[src/rtl/axi_arb_rr.sv]
// -----------------------------------------------------------------------------
// axi_arb_rr
//   N-master grant arbiter for the AXI interconnect. One master owns the bus at
//   a time. It keeps the grant until it strobes endtrans, or until the optional
//   hold timeout force-releases it. Simultaneous requesters are resolved
//   round-robin (RR_MODE=1) or by lowest index (RR_MODE=0). Every release is
//   followed by one IDLE cycle, so the owner never changes from one cycle to
//   the next.
//
// Parameters
//   NUM_MASTERS  number of requesters, 2..16
//   RR_MODE      1 = round-robin, 0 = fixed priority (lowest index wins)
//   MAX_HOLD     maximum grant length in cycles, 0 = no timeout, 0..65535
//
// Ports
//   clk          rising-edge clock
//   rstn         asynchronous active-low reset
//   req          per-master request level
//   endtrans     per-master end-of-transaction strobe (owner bit only)
//   grant        registered one-hot grant, zero when there is no owner
//   grant_valid  high while a grant is held
//   grant_id     binary index of the owner, 0 when there is no owner
//   timeout      one-cycle pulse on a forced release
//
// States
//   S_IDLE  | no owner; picks a winner from req
//   S_GRANT | grant held until owner endtrans or hold timeout
// -----------------------------------------------------------------------------
module axi_arb_rr #(
  parameter  int NUM_MASTERS = 4,
  parameter  int RR_MODE     = 1,
  parameter  int MAX_HOLD    = 0,
  localparam int IDW         = $clog2(NUM_MASTERS)
) (
  input  logic                   clk,
  input  logic                   rstn,
  input  logic [NUM_MASTERS-1:0] req,
  input  logic [NUM_MASTERS-1:0] endtrans,
  output logic [NUM_MASTERS-1:0] grant,
  output logic                   grant_valid,
  output logic [IDW-1:0]         grant_id,
  output logic                   timeout
);

  typedef enum logic {
    S_IDLE  = 1'b0,
    S_GRANT = 1'b1
  } state_t;

  localparam bit          HOLD_EN   = (MAX_HOLD > 0);
  localparam logic [15:0] HOLD_LAST = HOLD_EN ? 16'(MAX_HOLD - 1) : 16'd0;
  localparam logic [15:0] HOLD_SAT  = 16'hFFFF;

  state_t                 r_state;
  logic [NUM_MASTERS-1:0] r_grant;
  logic                   r_valid;
  logic [IDW-1:0]         r_grant_id;
  logic                   r_timeout;
  logic [15:0]            r_hold;
  logic [IDW-1:0]         r_last;

  logic                   w_found;
  logic [IDW-1:0]         w_win_id;
  logic [IDW-1:0]         w_idx;
  logic [NUM_MASTERS-1:0] w_win_onehot;
  logic                   w_owner_end;
  logic                   w_hold_expired;

  // Scan order starts just after the last owner in round-robin mode, so the
  // most recent owner is checked last. Fixed priority always starts at 0.
  always_comb begin
    w_found  = 1'b0;
    w_win_id = '0;
    w_idx    = '0;
    for (int i = 0; i < NUM_MASTERS; i++) begin
      if (RR_MODE != 0) begin
        w_idx = IDW'((int'(r_last) + 1 + i) % NUM_MASTERS);
      end else begin
        w_idx = IDW'(i);
      end
      if (!w_found && req[w_idx]) begin
        w_found  = 1'b1;
        w_win_id = w_idx;
      end
    end
  end

  assign w_win_onehot   = {{(NUM_MASTERS-1){1'b0}}, 1'b1} << w_win_id;
  assign w_owner_end    = endtrans[r_grant_id];
  assign w_hold_expired = HOLD_EN && (r_hold == HOLD_LAST);

  always_ff @(posedge clk or negedge rstn) begin
    if (!rstn) begin
      r_state    <= S_IDLE;
      r_grant    <= '0;
      r_valid    <= 1'b0;
      r_grant_id <= '0;
      r_timeout  <= 1'b0;
      r_hold     <= 16'd0;
      r_last     <= IDW'(NUM_MASTERS - 1);
    end else begin
      r_timeout <= 1'b0;
      case (r_state)
        S_IDLE: begin
          if (w_found) begin
            r_state    <= S_GRANT;
            r_grant    <= w_win_onehot;
            r_valid    <= 1'b1;
            r_grant_id <= w_win_id;
            r_hold     <= 16'd0;
          end
        end
        S_GRANT: begin
          if (r_hold != HOLD_SAT) begin
            r_hold <= r_hold + 16'd1;
          end
          // Owner endtrans takes precedence over an expiring hold counter,
          // so a timeout pulse only appears on a genuinely stuck owner.
          if (w_owner_end || w_hold_expired) begin
            r_state    <= S_IDLE;
            r_grant    <= '0;
            r_valid    <= 1'b0;
            r_grant_id <= '0;
            r_last     <= r_grant_id;
            r_timeout  <= !w_owner_end;
          end
        end
        default: begin
          r_state <= S_IDLE;
          r_grant <= '0;
          r_valid <= 1'b0;
        end
      endcase
    end
  end

  assign grant       = r_grant;
  assign grant_valid = r_valid;
  assign grant_id    = r_grant_id;
  assign timeout     = r_timeout;

endmodule

[config.mk]
export PLATFORM = sky130hd
export DESIGN_NAME = axi_arb_rr
export DESIGN_NICKNAME = d
export VERILOG_FILES = /design/src/rtl/axi_arb_rr.sv
export SDC_FILE = /design/constraint.sdc
export NUM_CORES = 1
export LEC_CHECK = 0
export ABC_CLOCK_PERIOD_IN_PS = 1800
export BUFFER_PORTS_ARGS = -buffer_cell sky130_fd_sc_hd__buf_2
export CORE_AREA = 2 2 41 43
export CTS_CLUSTER_DIAMETER = 30
export DETAILED_ROUTE_END_ITERATION = 8
export DIE_AREA = 0 0 43 45
export GPL_ROUTABILITY_DRIVEN = 0
export GPL_TIMING_DRIVEN = 0
export MAX_ROUTING_LAYER = met4
export PLACE_DENSITY = 0.67
export SYNTH_ARGS = -nofsm -noshare
export SYNTH_HDL_FRONTEND = slang
export SYNTH_SLANG_ARGS = --single-unit
[constraint.sdc]
create_clock -name clk -period 1.8 [get_ports clk]
set_input_delay 0.18 -clock clk [delete_from_list [all_inputs] [get_ports clk]]
set_output_delay 0.18 -clock clk [all_outputs]
set_load 0.02 [all_outputs]
==> metrics.md <==
| Metric | Value |
|---|---|
| CORE AREA | 0.00147 mm^2 |
| Synth Flop Type | dfrtp_1 |
| CP Data Arrival Time | between 1.5 and 2 ns |
| Cell Chain, Critical Path | clkbuf_1 > nand3b_1 > a31oi_1 > nor2b_2 > a32o_1 |
| Syn. warnings | 0 |
| Leakage | about 0.33 nW |
| Die Footprint | just under 0.002 mm^2 |
| Avg Cell Area, Syn | about 10 um^2 |
| Final WL | 1040 um |
| Post-Synth XOR/XNOR Area | 0% |
| # clock sinks | 10 |
| Clk_lat worst skew | 0.26 ns |
| Mux share of post-synthesis cell area | 8.13% |
| Synth Cell Area | 523 um^2 |
| Worst vdd ir | 0.879 mV |
| Leading area contributor after synthesis | dfrtp_1 |
| Final setup viols | 0 |
| Row count | 14 |
| Worst-path clk slew | around 0.060 ns |
| Post-CTS Setup Bufs | 0 |
| Async SR Flop Fraction | 100% |
| Post-synthesis compound-gate area fraction | 19.9% |
| Vias in the first global route | 423 |
| TNS Setup | 0 ns |
| I/O Buffers | 16 |
| Root buf cell | clkbuf_4 |
| Largest family of logic cells by synthesized area | compound AO/OA/AOI/OAI gates |
| GRT overflow | 0 |
| Skew final | just under 0.002 ns |
| Worst Path Max Fanout | 7 |
| Hold Vio Cnt, Final | 0 |
| Synth Instances | 50 |
| Synthesis-to-layout area growth | 28.5% |
| Initial Util | a little over a third |
| Tmin final | between 1.5 and 2 ns |
| Slowest stage delay, CP | 0.51 ns |
| Setup crit start kind | flop |
| Yosys reg bits | 10 |
| Hold Crit Class | in2reg |
| Diode count | 0 |
| Vias per cell | 5.20 |
| Largest net degree at the start of global routing | 11 |
| Syn nets | 60 |
| Initial antenna violation count | 0 |
| Max-cap violations | 0 |
| Number of flops mapped to enable cells by yosys | 0 |
| Clock buffer depth | 2 |
| Finished Core Util | 45.7% |
| Synth cell count leaders | 8 x dfrtp_1, 6 x nand2_1, 4 x a32o_1 |
| DRT iter0 DRCs | 8 |
| Seq/Total Area, Yosys | between 40% and 50% |
| Yosys cell types | 26 |
| IO Pins | 18 |
| HPWL Detailed | approximately 760 um |
| Final ANT Viol Nets | 0 |
| Hold_ws | between 0.2 and 0.3 ns |
| Top cells by area, synth | dfrtp_1 38%, dfstp_2 10%, a32o_1 7.7% |
| Chip width | about 43 um |
| Area share of the largest cell type after synthesis | a little under two fifths |
| DR vias | between 400 and 500 |
| TritonCTS clock tree | yes |
| PD cells | between 1500 and 2000 mW/mm^2 |
| Most common cell in the netlist | dfrtp_1 |
| Critical-path top delay cell | dfstp_2 |
| Status | completed |
| Die Y | 45 um |
| Final #Nets | between 80 and 90 |
| First-pass GRT wire length | between 1500 and 2000 um |
| Fmax | ~630 MHz |
| Htree depth | 1 |
| Overall Global Routing Usage | a little over an eighth |
| Final Power | between 1 and 1.5 mW |
| Slew Viols, Final | 0 |
| RSZ-0062 raised after global routing | false |
| Post-Synth Adder-Cell Area | 0% |
| Layout cells sized above 1 | 45.1% |
| CP Capture Type | flop |
| FF-to-FF setup slack | ~0.21 ns |
| Data required, critical path | 2.00 ns |
| Drt drc | 0 |
| DR pass1 iterations | 4 |
| Post-Synth Simple-Gate Area | about 18% |
| CP Class | reg2reg |
| CTS Buf Count | 3 |
| Final Cycle Share | 88.1% |
| DR WL/cell | ~12 um |
stage by stage:
step / setup slack (ns) / cell area, um^2 / cells
4_1_cts: 0.134 / 669 / 87
5_1_grt: 0.0568 / 672 / 87
3_5_place_dp: 0.205 / 623 / 82
6_report: 0.214 / 672 / 87
2_1_floorplan: 0.312 / 523 / 50
3_3_place_gp: 0.210 / 623 / 82
routing by layer:
metal  routed length (um)  GRT usage, %  share of wire (%)
met2                  455          20.9                 44
met3                   47          2.40                4.5
met4                   16          5.45                1.5
met5                    0             -                  0
met1                  515          17.2                 50
power breakdown:
part	leakage, nW	internal [mW]	total, mW	switching (mW)
combinational	0.188	0.258	0.576	0.318
sequential	0.123	0.346	0.416	0.0703
clock	0.0210	0.123	0.198	0.0752
what timing repair did:
action,CTS,global route
endpoints found under the hold margin,8,0
endpoints found under the setup margin,0,2
hold buffers,1,0
resized for setup,0,1
layout by cell type, fill, tap and decap left out, drive strengths merged, types with 2 or more instances in the layout:
cell     n
dfrtp    8
nor2b    2
nand2    6
mux2i    2
a21oi    3
nor2     2
inv      2
a32o     4
dfstp    2
mux2     2
buf     18
clkbuf   5
registers in the layout, summed over array words and instances (netlist names):
name,cells
grant,4
grant_id,2
r_last,2
grant_valid,1
r_state,1
cell type report:
cell class                 count  area, um^2
tap                           16        20.0
inverter                       2        7.51
sequential                    10         253
timing repair buffer          17        90.1
multi-input combinational     35         246
buffer                         3        18.8
fill                         150         800
clock buffer                   4        36.3
final timing paths:
check	startpoint	endpoint	cells after the start
setup / recovery	r_last[1]	grant[3]	5
hold / removal	req[1]	r_state	3
setup reg to reg	r_last[1]	grant[3]	5
hold reg to reg	grant_valid	grant_valid	2
max in group asynchronous	rstn	r_last[0]	2
min in group asynchronous	rstn	grant_valid	2
critical path, delay by kind of cell (launching register included):
| kind | cells | cell delay, ns |
|---|---|---|
| compound gates | 2 | 0.41 |
| buf+inv | 1 | 0.25 |
| flops | 1 | 0.51 |
| simple gates | 2 | 0.36 |
logic make-up after synthesis:
| group | Yosys count |
|---|---|
| AND/OR/NAND/NOR | 17 |
| AO/OA/AOI/OAI | 13 |
| flip-flops | 10 |
| buffers and inverters | 5 |
| multiplexers | 4 |
| other | 1 |
No activity file was read; power rests on OpenSTA's default activity.
